--- config.mk ---
export PLATFORM = sky130hd
export DESIGN_NAME = cache_line_filler
export DESIGN_NICKNAME = d
export VERILOG_FILES = /design/src/rtl/cache_fill_pkg.sv /design/src/rtl/beat_buffer.sv /design/src/rtl/cache_line_filler.sv
export SDC_FILE = /design/constraint.sdc
export NUM_CORES = 1
export LEC_CHECK = 0
export CAP_MARGIN = 5
export CORE_AREA = 2 2 300 302
export CTS_CLUSTER_DIAMETER = 40
export DETAILED_ROUTE_END_ITERATION = 10
export DIE_AREA = 0 0 302 304
export GPL_TIMING_DRIVEN = 0
export HOLD_SLACK_MARGIN = 0.06
export PLACE_DENSITY = 0.5
export SETUP_SLACK_MARGIN = 0.3
export SLEW_MARGIN = 25
export SYNTH_ARGS = -nofsm -noshare
export SYNTH_HDL_FRONTEND = slang
export SYNTH_SLANG_ARGS = --single-unit
--- constraint.sdc ---
create_clock -name clk -period 2.5 [get_ports clk]
set_input_delay 0.5 -clock clk [delete_from_list [all_inputs] [get_ports clk]]
set_output_delay 0.5 -clock clk [all_outputs]
set_load 0.05 [all_outputs]
--- src/rtl/cache_fill_pkg.sv ---
// cache_fill_pkg: shared state encoding and line geometry for the cache line filler
package cache_fill_pkg;
  typedef enum logic [2:0] {IDLE, WB_CAPTURE, WB_BURST, FILL_BURST, LOAD, DONE} state_t;
  localparam int LINE_W = 256;
  localparam int BEAT_W = 64;
  localparam int BEATS = 4;
  localparam int OFFSET_W = 5;
endpackage

--- src/rtl/beat_buffer.sv ---
// beat_buffer: 256-bit line register with full-line load and per-beat write/read
module beat_buffer import cache_fill_pkg::*; (
  input  logic              clk,
  input  logic              rst,
  input  logic              load_en,
  input  logic [LINE_W-1:0] load_data,
  input  logic              wr_en,
  input  logic [1:0]        wr_slot,
  input  logic [BEAT_W-1:0] wr_data,
  input  logic [1:0]        rd_slot,
  output logic [BEAT_W-1:0] rd_data,
  output logic [LINE_W-1:0] line
);
  // full-line capture wins over a beat write; reset clears the line
  always_ff @(posedge clk)
    if (rst) line <= '0;
    else if (load_en) line <= load_data;
    else if (wr_en) line[wr_slot*BEAT_W +: BEAT_W] <= wr_data;
  assign rd_data = line[rd_slot*BEAT_W +: BEAT_W];
endmodule

--- src/rtl/cache_line_filler.sv ---
// cache_line_filler: victim writeback and line fill bursts feeding the cache arrays
module cache_line_filler import cache_fill_pkg::*; #(
  parameter int s_index = 3,
  parameter int s_tag = 24
) (
  input  logic               clk,
  input  logic               rst,
  input  logic               miss_req,
  input  logic [31:0]        miss_addr,
  input  logic               victim_dirty,
  input  logic [s_tag-1:0]   victim_tag,
  output logic               fill_done,
  output logic               arr_read,
  output logic [s_index-1:0] arr_rindex,
  input  logic [LINE_W-1:0]  arr_dataout,
  output logic               line_load,
  output logic [s_index-1:0] arr_windex,
  output logic [LINE_W-1:0]  arr_datain,
  output logic [s_tag-1:0]   tag_datain,
  output logic               valid_datain,
  output logic               dirty_datain,
  output logic               pmem_read,
  output logic               pmem_write,
  output logic [31:0]        pmem_address,
  output logic [BEAT_W-1:0]  pmem_wdata,
  input  logic [BEAT_W-1:0]  pmem_rdata,
  input  logic               pmem_resp
);
  state_t state, next_state;
  logic [1:0] cnt;
  logic [s_tag-1:0] tag, vtag;
  logic [s_index-1:0] index;
  logic [LINE_W-1:0] line;
  logic [BEAT_W-1:0] beat;
  logic in_burst, last, unused_offset;
  assign unused_offset = ^miss_addr[OFFSET_W-1:0];
  assign in_burst = state == WB_BURST || state == FILL_BURST;
  assign last = pmem_resp && cnt == 2'd3;
  // state, beat counter and request latches
  always_ff @(posedge clk)
    if (rst) begin
      state <= IDLE;
      cnt <= '0;
      tag <= '0;
      vtag <= '0;
      index <= '0;
    end else begin
      state <= next_state;
      if (in_burst && pmem_resp) cnt <= cnt + 2'd1;
      if (state == IDLE && miss_req) begin
        {tag, index} <= miss_addr[31:OFFSET_W];
        vtag <= victim_tag;
      end
    end
  // next-state: optional writeback, fill, one-cycle load, one-cycle done
  always_comb begin
    next_state = state;
    case (state)
      IDLE:       next_state = miss_req ? (victim_dirty ? WB_CAPTURE : FILL_BURST) : IDLE;
      WB_CAPTURE: next_state = WB_BURST;
      WB_BURST:   next_state = last ? FILL_BURST : WB_BURST;
      FILL_BURST: next_state = last ? LOAD : FILL_BURST;
      LOAD:       next_state = DONE;
      default:    next_state = IDLE;
    endcase
  end
  beat_buffer u_buf (
    .clk(clk),
    .rst(rst),
    .load_en(state == WB_CAPTURE),
    .load_data(arr_dataout),
    .wr_en(state == FILL_BURST && pmem_resp),
    .wr_slot(cnt),
    .wr_data(pmem_rdata),
    .rd_slot(cnt),
    .rd_data(beat),
    .line(line)
  );
  assign arr_read = state == WB_CAPTURE;
  assign arr_rindex = arr_read ? index : '0;
  assign line_load = state == LOAD;
  assign arr_windex = line_load ? index : '0;
  assign arr_datain = line_load ? line : '0;
  assign tag_datain = line_load ? tag : '0;
  assign valid_datain = 1'b1;
  assign dirty_datain = 1'b0;
  assign pmem_write = state == WB_BURST;
  assign pmem_read = state == FILL_BURST;
  assign pmem_address = pmem_write ? {vtag, index, {OFFSET_W{1'b0}}} :
                        pmem_read ? {tag, index, {OFFSET_W{1'b0}}} : '0;
  assign pmem_wdata = pmem_write ? beat : '0;
  assign fill_done = state == DONE;
endmodule

==> results of run 1 <==
worst min-delay path: stages:
cell,delay (ns)
clkdlybuf4s50_1,0.39
nand2_1,0.05
a21oi_1,0.05
Yosys cell counts, types with 2 or more instances:
cell | instances | area (sq um)
nand3_2 | 3 | 30.0
buf_4 | 37 | 278
nor4bb_1 | 2 | 20.0
a221oi_2 | 20 | 300
nand2_1 | 106 | 398
or2_2 | 256 | 1600
buf_6 | 16 | 180
clkbuf_1 | 123 | 462
ha_1 | 5 | 62.6
mux4_2 | 64 | 1440
nor2_1 | 5 | 18.8
a21oi_1 | 308 | 1540
a221oi_1 | 236 | 2070
conb_1 | 2 | 7.51
buf_1 | 14 | 52.6
and2_1 | 97 | 607
dfxtp_1 | 312 | 6250
a22o_1 | 24 | 210
inv_1 | 260 | 976
buf_2 | 119 | 596
nand3_1 | 257 | 1290
nor3_1 | 256 | 1280
a21o_1 | 4 | 30.0
power groups by stage:
| stage | registers, mW | logic [mW] | clock network, mW |
|---|---|---|---|
| after floorplan | 5.67 | 2.68 | 0 |
| after detailed placement | 5.81 | 4.78 | 0 |
| after global placement | 5.80 | 4.76 | 0 |
| final | 5.74 | 5.98 | 10.7 |
| after CTS | 5.72 | 5.41 | 10.7 |
| after global routing | 5.77 | 6.25 | 11.0 |
cell families after synthesis:
kind of cell,after synthesis,share of synthesized area (%)
and+or+nand+nor,995,27.0
AOI/OAI and AO/OA,598,21.1
buffers and inverters,571,12.8
DFF,312,31.4
muxes,65,7.29
adders and majority gates,5,0.314
other,2,0.0377
xor gates and xnor gates,1,0.0440
through the flow:
| step | util [%] | setup TNS [ns] | std cells | power (mW) | cell area [sq um] |
|---|---|---|---|---|---|
| finish | 40.5 | -163.96 | 4734 | 22.4 | 36000 |
| floorplan | - | -36.03 | 2554 | 8.35 | 20700 |
| detailed placement | 33.5 | -499.13 | 4489 | 10.6 | 29800 |
| CTS | 38.6 | -209.09 | 4672 | 21.8 | 34400 |
| global route | 40.5 | -211.91 | 4731 | 23.0 | 36000 |
| global placement | 33.4 | -674.15 | 4486 | 10.6 | 29700 |
cells in the final DEF, fill, tap and decap left out, drive strengths merged, types with 106 or more instances in the layout:
cell type        n
a21oi          308
a221oi         256
buf            586
clkbuf         243
clkdlybuf4s50  375
dfxtp          312
inv            259
nand2          106
nand3          260
nor3           257
or2            257
worst max-delay path by stage:
stage	from	endpoint	slack, ns	cells after the start
3_5_place_dp	state[0]	arr_datain[64]	-1.56	7
3_3_place_gp	state[1]	arr_datain[218]	-1.97	7
6_report	state[0]	arr_datain[213]	-0.47	8
5_1_grt	state[0]	arr_datain[145]	-0.51	8
4_1_cts	cnt[0]	pmem_wdata[58]	-0.53	5
2_1_floorplan	state[0]	arr_datain[165]	-0.22	6
layer usage:
metal / global-route usage (%) / vias up / routed length (um)
met1: 35.0 / 12369 / 53400
met5: 0 / - / 89
met3: 6.86 / 342 / 12600
met4: 13.1 / 14 / 6840
li1: - / 10981 / -
met2: 49.1 / 1493 / 67900
final cells by class:
class | count | area [sq um] | share of cell area (%)
diodes | 26 | 65.1 | 0.181
plain buffers | 310 | 2540 | 7.05
clock buffers | 109 | 2280 | 6.33
clock inverters | 32 | 458 | 1.27
inverters | 261 | 1000 | 2.78
multi-input cells | 1671 | 13300 | 37.0
flip-flops and latches | 312 | 6260 | 17.4
well taps | 1176 | 1470 | 4.08
repair buffers | 837 | 8640 | 24.0
flip-flops by register name, indices dropped and copies added, names as in the netlist:
signal and cells:
u_buf.line 256, tag 24, vtag 24, index 3, state 3, cnt 2
timing repair:
| item | CTS | global route |
|---|---|---|
| setup buffers | 33 | 27 |
| resized for setup | 2490 | 644 |
| pin swaps | 20 | 39 |
| endpoints found under the setup margin | 638 | 638 |
| gates cloned | 9 | 9 |
==> results.md, run 1 <==
* Run status: finished, violations left
* Failing checks: negative setup slack
* Hold buffers post-CTS at 0
* CP Cell Sequence: buf_6, or2_4, buf_12, clkbuf_16, buf_16, buf_6, nor3_1, buf_4
* Peak supply drop at 476 uV
* Vias in the first global route at 25614
* Root buf cell: clkbuf_16
* Worst-Margin Slew at 1.09 ns
* Crit path time final at 2.97 ns
* F_max at 0.337 GHz
* Worst Path Buf+Inv at 6
* Slowest cell on crit path: dfxtp_1
* Largest net degree at the start of global routing at 12
* Post-DP HPWL at 106 mm
* Seq pwr share at 25.6%
* Max FO, Critical Path at 10
* Routed len/inst at 29.8 um
* Rel. slew slack at 27.6%
* Hold path startpoint: victim_tag[12]
* Clock Sinks at 312
* Remaining antenna violation count at 0
* Final setup margin at -0.467 ns
* Vias per inst at 5.32
* Global Route Usage Sum at 29.1%
* Syn_area_per_cell at 7.81 sq um
* H-tree Lvls at 3
* Initial antenna violation count at 32
* Top delay family on crit path: buffers and inverters
* Post-synthesis sequential area ratio at 31.4%
* P&R area growth vs syn at 81.1%
* Layout Nets at 3857
* Sw power at 7.27 mW
* Post-Syn Area at 19900 sq um
* Initial DRT Pass Iterations at 6
* Mapped Cells at 2549
* Max cap viols at 0
* Post-synth cell types at 46
* Worst Hold Class: input pin to flop
* CP max stage delay at 0.30 ns
* Reg clk slew, reported paths at 0.05 ns
* Period utilisation layout at 119%
* Critical Path RT at 2.00 ns
* # port buffers at 756
* Hold path cells at 3
* Dominant synthesized flop cell: dfxtp_1
* EDFF count, synth at 0
* Endpoints failing setup at 617
* R2R setup slack at -0.36 ns
* DRC viols at 0
* Reg2reg path depth at 9
* Num ports at 770
* CP arrival at 2.47 ns
* Setup Skew at 0.0225 ns
* Power share of the clock group at 47.7%
* Dpl ws at -1.56 ns
* Crit start category: flop
* Most frequent CP cell: buf_6
* Synth Register Bits at 312
* Reg2Reg Launch Point: cnt[0]
* Max Slew Vio Count at 0
* Setup crit end kind: output pin
* LEAKAGE at 13.8 nW
* Asr flop ratio synth at 0%
* Power Density at 621 nW/um^2
* Initial Utilization at 22.3%
* Num CTS Buffers at 78
* Hold WS at 0.427 ns
* First-pass GRT wire length at 192 mm
* RSZ-0062 raised after global routing: true
* DRT iter0 DRCs at 2297
* Placeable Area at 89000 sq um
* Sw Share at 32.5%
* Clock tree from TritonCTS: built
* Hold Fails Final Rpt at 0
* Via count at 25199
* Grt total ovfl at 0
* Layout cell share with drive strength beyond 1 at 41.6%
* Routability congestion estimate at 0.938
* Filler cells at 9066
* Die height at 304 um
* WHS Endpoint: vtag[12]
* Std-Cell Rows at 110
* Clock Path Buffers at 3
* Kind of critical path: flop to output pin
* End of the worst register-to-register path: u_buf.line[181]
* Die area at 91800 sq um
* Detailed-route wire length at 141 mm
* Internal power at 15.1 mW
* Die width at 302 um
* Yosys warning count at 0
* Combinational share of power at 26.7%
* Clock Latency Late Sink at 0.61 ns
No activity file was read; power rests on OpenSTA's default activity.
==> run 2, diff against run 1 <==
CORE_AREA = 2 2 303 305   (was 2 2 300 302)
DIE_AREA = 0 0 305 307   (was 0 0 302 304)
PLACE_DENSITY = 0.48   (was 0.5)
clock period = 2.93 ns   (was 2.5 ns; I/O delays follow)
==> results.md, run 2 (same netlist as run 1, synthesis figures left out) <==
* Run status: finished, violations left
* Failing checks: negative setup slack
* Die width at 305 um (+0.99%)
* Initial Utilization at 21.9% (-0.40 points)
* Commonest non-fill, non-tap cell in the layout: clkdlybuf4s50_1
* Largest register FFs at 256 (unchanged)
* Max cap viols at 0 (unchanged)
* Root buf cell: clkbuf_16
* DRC viols at 0 (unchanged)
* CP max stage delay at 0.31 ns (about the same)
* Commonest cells after routing, fill and taps aside: clkdlybuf4s50_1, buf_6, a21oi_1, dfxtp_1, inv_1
* Grt total ovfl at 0 (unchanged)
* LEAKAGE at 15.1 nW (+8.9%)
* Clock Path Buffers at 3 (unchanged)
* Peak supply drop at 448 uV (-5.9%)
* Routability congestion estimate at 0.948 (+1.1%)
* Final instance area at 38200 sq um (+5.9%)
* Clock Latency Late Sink at 0.63 ns (+0.02 ns)
* Die area at 93600 sq um (+2.0%)
* Dpl ws at -1.17 ns (+0.390 ns)
* Initial DRT Pass Iterations at 7 (+1)
* Slowest cell on crit path: dfxtp_2
* # placed instances at 4498 (+0.20%)
* Largest net degree at the start of global routing at 14 (+2)
* # port buffers at 756 (unchanged)
* Period utilisation layout at 104%
* Routed len/inst at 30.4 um (+2.2%)
* Hold Fails Final Rpt at 0 (unchanged)
* F_max at 0.328 GHz
* Detailed-route wire length at 145 mm (+3.0%)
* Global Route Usage Sum at 29.1% (-0.037 points)
* Worst-Margin Slew at 0.952 ns (-0.134 ns)
* Crit path time final at 3.05 ns
* Via count at 25316 (+0.46%)
* Max FO, Critical Path at 7 (-3)
* Max Slew Vio Count at 0 (unchanged)
* Vias in the first global route at 25372 (-0.94%)
* H-tree Lvls at 3 (unchanged)
* Placeable Area at 90700 sq um (+1.8%)
* RSZ-0062 raised after global routing: true
* Num CTS Buffers at 82 (+5.1%)
* Critical Path RT at 2.34 ns (+0.34 ns)
* Layout cell share with drive strength beyond 1 at 42.5% (+0.86 points)
* Layout Nets at 3892 (+0.91%)
* P&R area growth vs syn at 91.8%
* Filler cells at 9168 (+1.1%)
* CP Cell Sequence: buf_6, or2_4, buf_16, clkbuf_16, buf_4, clkbuf_16, nor3_4, buf_6
* Num ports at 770 (unchanged)
* Reg clk slew, reported paths at 0.04 ns (about the same)
* Sum Neg Setup Slack at -3.69 ns (+160.27 ns)
* Clock tree from TritonCTS: built
* Biggest register: u_buf.line
* Initial antenna violation count at 27 (-16%)
* Final setup margin at -0.118 ns (+0.349 ns)
* Top Registers: u_buf.line: 256 flops, tag: 24 flops, vtag: 24 flops
* Worst Hold Class: flop to flop
* Crit start category: flop
* First-pass GRT wire length at 194 mm (+1.0%)
* Setup Skew at 0.0362 ns (+0.0137 ns)
* Kind of critical path: flop to output pin
* Remaining antenna violation count at 0 (unchanged)
* Finished Layout Cells at 4772 (+0.80%)
* Setup crit end kind: output pin
* Die height at 307 um (+0.99%)
* Post-DP HPWL at 107 mm (+0.87%)
* CP arrival at 2.46 ns (about the same)
* Endpoints failing setup at 91 (-85%)
* Rel. slew slack at 36.6% (+9.0 points)
* Dpl cell area at 29500 sq um (-1.1%)
* DRT iter0 DRCs at 2412 (+5.0%)
* Std-Cell Rows at 111 (+0.91%)
* Vias per inst at 5.31 (-0.34%)
* Power Density at 523 nW/um^2 (-16%)
* Clock Sinks at 312 (unchanged)
* Hold buffers post-CTS at 0 (unchanged)
run 2: metal layers:
| layer | vias up | share of wire, % | track usage (%) | wire, um |
|---|---|---|---|---|
| li1 | 11052 | - | - | - |
| met1 | 12556 | 39 | 35.7 | 56700 |
| met2 | 1416 | 48 | 48.6 | 69100 |
| met3 | 284 | 8.8 | 6.62 | 12800 |
| met4 | 8 | 4.4 | 12.9 | 6410 |
| met5 | - | 0.032 | 0 | 47 |
run 2: where the power goes:
| part | internal (mW) | switching [mW] | total [mW] |
|---|---|---|---|
| Combinational | 2.38 | 3.12 | 5.50 |
| Sequential | 4.64 | 0.254 | 4.89 |
| Clock | 6.44 | 3.14 | 9.58 |
| Total | 13.5 | 6.51 | 20.0 |
run 2: path summary, 6_finish.rpt:
check	start	end	slack (ns)	depth (start not counted)
setup / recovery	state[1]	arr_datain[123]	-0.12	8
hold / removal	vtag[21]	vtag[21]	0.46	2
setup reg to reg	cnt[0]	u_buf.line[20]	0.11	9
hold reg to reg	vtag[21]	vtag[21]	0.46	2
run 2: what timing repair did:
item                                   4_1_cts  5_1_grt
gates cloned                                25       18
pin swaps                                   33       47
resized for setup                         2778      947
setup buffers                               33       35
endpoints found under the hold margin        0        0
setup endpoints to repair                  638      626
run 2: through the flow:
stage / power, mW / hold WS, ns / util [%]
6_report: 20.0 / 0.459 / 42.1
5_1_grt: 20.5 / 0.478 / 42.1
4_1_cts: 19.3 / 0.458 / 38.5
3_5_place_dp: 8.97 / 0.452 / 32.5
3_3_place_gp: 8.97 / 0.447 / 32.4
2_1_floorplan: 7.07 / 0.437 / -
run 2: area by class of cell:
class	count	area [sq um]	area share [%]
multi-input combinational	1671	13800	36.1
clock inverter	27	474	1.24
timing repair buffer	869	9920	26.0
sequential	312	6260	16.4
tap	1186	1480	3.89
inverter	261	996	2.61
clock buffer	122	2430	6.37
antenna	15	37.5	0.0984
buffer	309	2790	7.31
run 2: critical path: cells and delay by family, from the launching register on:
| family | cells | cell delay [ns] |
|---|---|---|
| buffers and inverters | 6 | 1.01 |
| AND/OR/NAND/NOR | 2 | 0.50 |
| flip-flops | 1 | 0.31 |
==> run 3, diff against run 2 <==
CORE_AREA = 2 2 296 298   (was 2 2 303 305)
DIE_AREA = 0 0 298 300   (was 0 0 305 307)
PLACE_DENSITY = 0.46   (was 0.48)
SYNTH_HIERARCHICAL = 1   (was unset)
==> results.md, run 3 <==
* Synth area leader: dfxtp_1
* Reg clk slew, reported paths at 0.05 ns (about the same)
* Yosys top cell area share at 36.6% (+5.2 points)
* EDFF count, synth at 0 (unchanged)
* Biggest register: u_buf/line
* Post-layout util at 35.5% (-6.5 points)
* Via count at 20987 (-17%)
* Most frequent CP cell: buf_12
* End of the worst register-to-register path: u_buf/line[125]
* Die height at 300 um (-2.3%)
* Detailed-route wire length at 133 mm (-8.4%)
* Rel. slew slack at 21.5% (-15 points)
* Setup crit end kind: output pin
* DRT iter0 DRCs at 2416 (+0.17%)
* P&R area growth vs syn at 79.6%
* Post-synth cell types at 40 (-13%)
* CP max stage delay at 0.58 ns (+0.27 ns)
* Initial DRT Pass Iterations at 6 (-1)
* Vias per inst at 5.14 (-3.1%)
* LEAKAGE at 11.7 nW (-22%)
* Reg2reg path depth at 8 (-1)
* Largest net degree at the start of global routing at 13 (-1)
* Syn_area_per_cell at 8.66 sq um (+11%)
* R2R setup slack at 0.12 ns (about the same)
* Clock Path Buffers at 3 (unchanged)
* Layout Nets at 3243 (-17%)
* Max FO, Critical Path at 5 (-2)
* Post-Syn Area at 17100 sq um (-14%)
* Die area at 89400 sq um (-4.5%)
* Dpl ws at -1.11 ns (+0.0616 ns)
* Slowest cell on crit path: mux4_2
* Critical Path RT at 2.34 ns (about the same)
* DRC viols at 0 (unchanged)
* Most area-consuming cells after synthesis: dfxtp_1, and2_1, a22oi_1, a21oi_1, mux4_2
* Synth Register Bits at 312 (unchanged)
* Num CTS Buffers at 75 (-8.5%)
* Routed len/inst at 32.6 um (+7.1%)
* Clock tree from TritonCTS: built
* Setup Skew at 0.0377 ns (+0.00152 ns)
* Period utilisation layout at 99.8% (-4.2 points)
* Top delay family on crit path: buffers and inverters
* Placeable Area at 86200 sq um (-4.9%)
* Vias in the first global route at 21582 (-15%)
* Worst-Margin Slew at 1.18 ns (+0.226 ns)
* Grt total ovfl at 0 (unchanged)
* Final setup margin at 0.00630 ns (+0.124 ns)
* Crit path launch: cnt[0]
* Max Slew Vio Count at 0 (unchanged)
* Global Route Usage Sum at 28.3% (-0.76 points)
* Largest register FFs at 256 (unchanged)
* Commonest non-fill, non-tap cell in the layout: clkdlybuf4s50_1
* Routability congestion estimate at 0.943 (-0.54%)
* Reg2Reg Launch Point: state[1]
* Die width at 298 um (-2.3%)
* RSZ-0062 raised after global routing: true
* Dominant synthesized flop cell: dfxtp_1
* Kind of critical path: flop to output pin
* Post-DP HPWL at 96.5 mm (-10%)
* Top Registers: u_buf/line: 256 flops, tag: 24 flops, vtag: 24 flops
* Hold Fails Final Rpt at 0 (unchanged)
* Run status: finished clean
* Initial antenna violation count at 17 (-37%)
* Asr flop ratio synth at 0% (unchanged)
* Finished Layout Cells at 4082 (-14%)
* # port buffers at 757 (+0.13%)
* Commonest cells after routing, fill and taps aside: clkdlybuf4s50_1, dfxtp_1, a21oi_1
* Peak supply drop at 381 uV (-15%)
* Post-synthesis sequential area ratio at 36.6% (+5.2 points)
* Yosys warning count at 6 (+6)
* F_max at 0.342 GHz (+4.2%)
* CP arrival at 2.34 ns (-0.12 ns)
* First-pass GRT wire length at 178 mm (-8.1%)
* CP endpoint: pmem_wdata[24]
* Worst path depth at 6 (-2)
* Crit path time final at 2.92 ns (-0.124 ns)
* Initial Utilization at 19.8% (-2.2 points)
* Std-Cell Rows at 108 (-2.7%)
* Mapped Cells at 1969 (-23%)
* Count leader, synth: and2_1
* Endpoints failing setup at 0 (-100%)
* CP Cell Sequence: buf_12, buf_12, buf_16, mux4_2, and2_4, buf_6
* Worst Path Buf+Inv at 4 (-2)
* Crit start category: flop
* Num ports at 770 (unchanged)
* Hold WS at 0.454 ns (-0.00493 ns)
* Worst Hold Class: flop to flop
* # placed instances at 3888 (-14%)
* H-tree Lvls at 3 (unchanged)
* Clock Sinks at 312 (unchanged)
* Root buf cell: clkbuf_16
* Remaining antenna violation count at 0 (unchanged)
* Clock Latency Late Sink at 0.61 ns (-0.02 ns)
* Most frequent cells after synthesis: and2_1, dfxtp_1, a21oi_1
* Filler cells at 9046 (-1.3%)
* Max cap viols at 0 (unchanged)
* Layout cell share with drive strength beyond 1 at 30.6% (-12 points)
* Power Density at 530 nW/um^2 (+1.2%)
## run 3: power breakdown
part	switching [mW]	internal, mW	total [mW]
sequential	0.222	4.49	4.71
clock	3.06	5.62	8.68
combinational	1.59	1.23	2.83
total	4.88	11.3	16.2
## run 3: logic make-up (layout without fill, tap and decap cells)
group	after synthesis	after routing	synth area share [%]
AOI/OAI and AO/OA	571	571	20.8
buffers and inverters	225	1169	7.55
other	2	16	0.0440
xor gates and xnor gates	2	2	0.103
muxes	88	88	9.86
and+or+nand+nor	763	763	24.5
DFF	312	312	36.6
adders and majority gates	6	6	0.440
## run 3: routing by layer
| layer | track usage [%] | up-vias | part of all wire [%] |
|---|---|---|---|
| met5 | 0 | - | 0.078 |
| li1 | - | 8941 | - |
| met2 | 47.2 | 1383 | 48 |
| met1 | 34.9 | 10415 | 40 |
| met3 | 7.71 | 232 | 9.3 |
| met4 | 10.6 | 16 | 3.4 |
## run 3: per-stage QoR
stage                     setup TNS (ns)  instance area, sq um  power [mW]
after floorplan                        0                 17100        5.82
after global placement           -256.41                 26100        7.27
after detailed placement         -217.17                 26200        7.29
after CTS                         -0.421                 29600        16.3
after global routing               -1.16                 30600        16.7
final                                  0                 30600        16.2
## run 3: what timing repair did
item | 4_1_cts | 5_1_grt
resized for setup | 2358 | 425
pin swaps | 12 | 3
gates cloned | 13 | 4
hold buffers | 0 | 0
buffers inserted | 24 | 5
endpoints found under the setup margin | 586 | 540
## run 3: worst register-to-register path, cell delays in order (launching register included)
cell and delay (ns):
dfxtp_2 0.33, buf_6 0.13, nor2b_2 0.21, and3_1 0.21, buf_6 0.15, a21oi_4 0.66
buf_2 0.69, a22oi_1 0.16, a21oi_1 0.19
## run 3: how the worst min path moves through the flow
stage	slack (ns)	depth (start not counted)	end	from
after global placement	0.44	2	vtag[14]	vtag[14]
after floorplan	0.44	2	vtag[0]	vtag[0]
after CTS	0.45	2	vtag[3]	vtag[3]
after global routing	0.46	2	vtag[1]	vtag[1]
final	0.45	2	vtag[3]	vtag[3]
after detailed placement	0.45	2	vtag[3]	vtag[3]
## run 3: layout make-up
type | instances | area (sq um) | area share [%]
flip-flops and latches | 312 | 6250 | 20.4
inverters | 2 | 7.51 | 0.0245
multi-input cells | 1437 | 9800 | 32.0
diodes | 9 | 22.5 | 0.0735
plain buffers | 223 | 2050 | 6.70
repair buffers | 805 | 8420 | 27.5
clock inverters | 43 | 553 | 1.81
well taps | 1155 | 1450 | 4.72
clock buffers | 96 | 2080 | 6.78
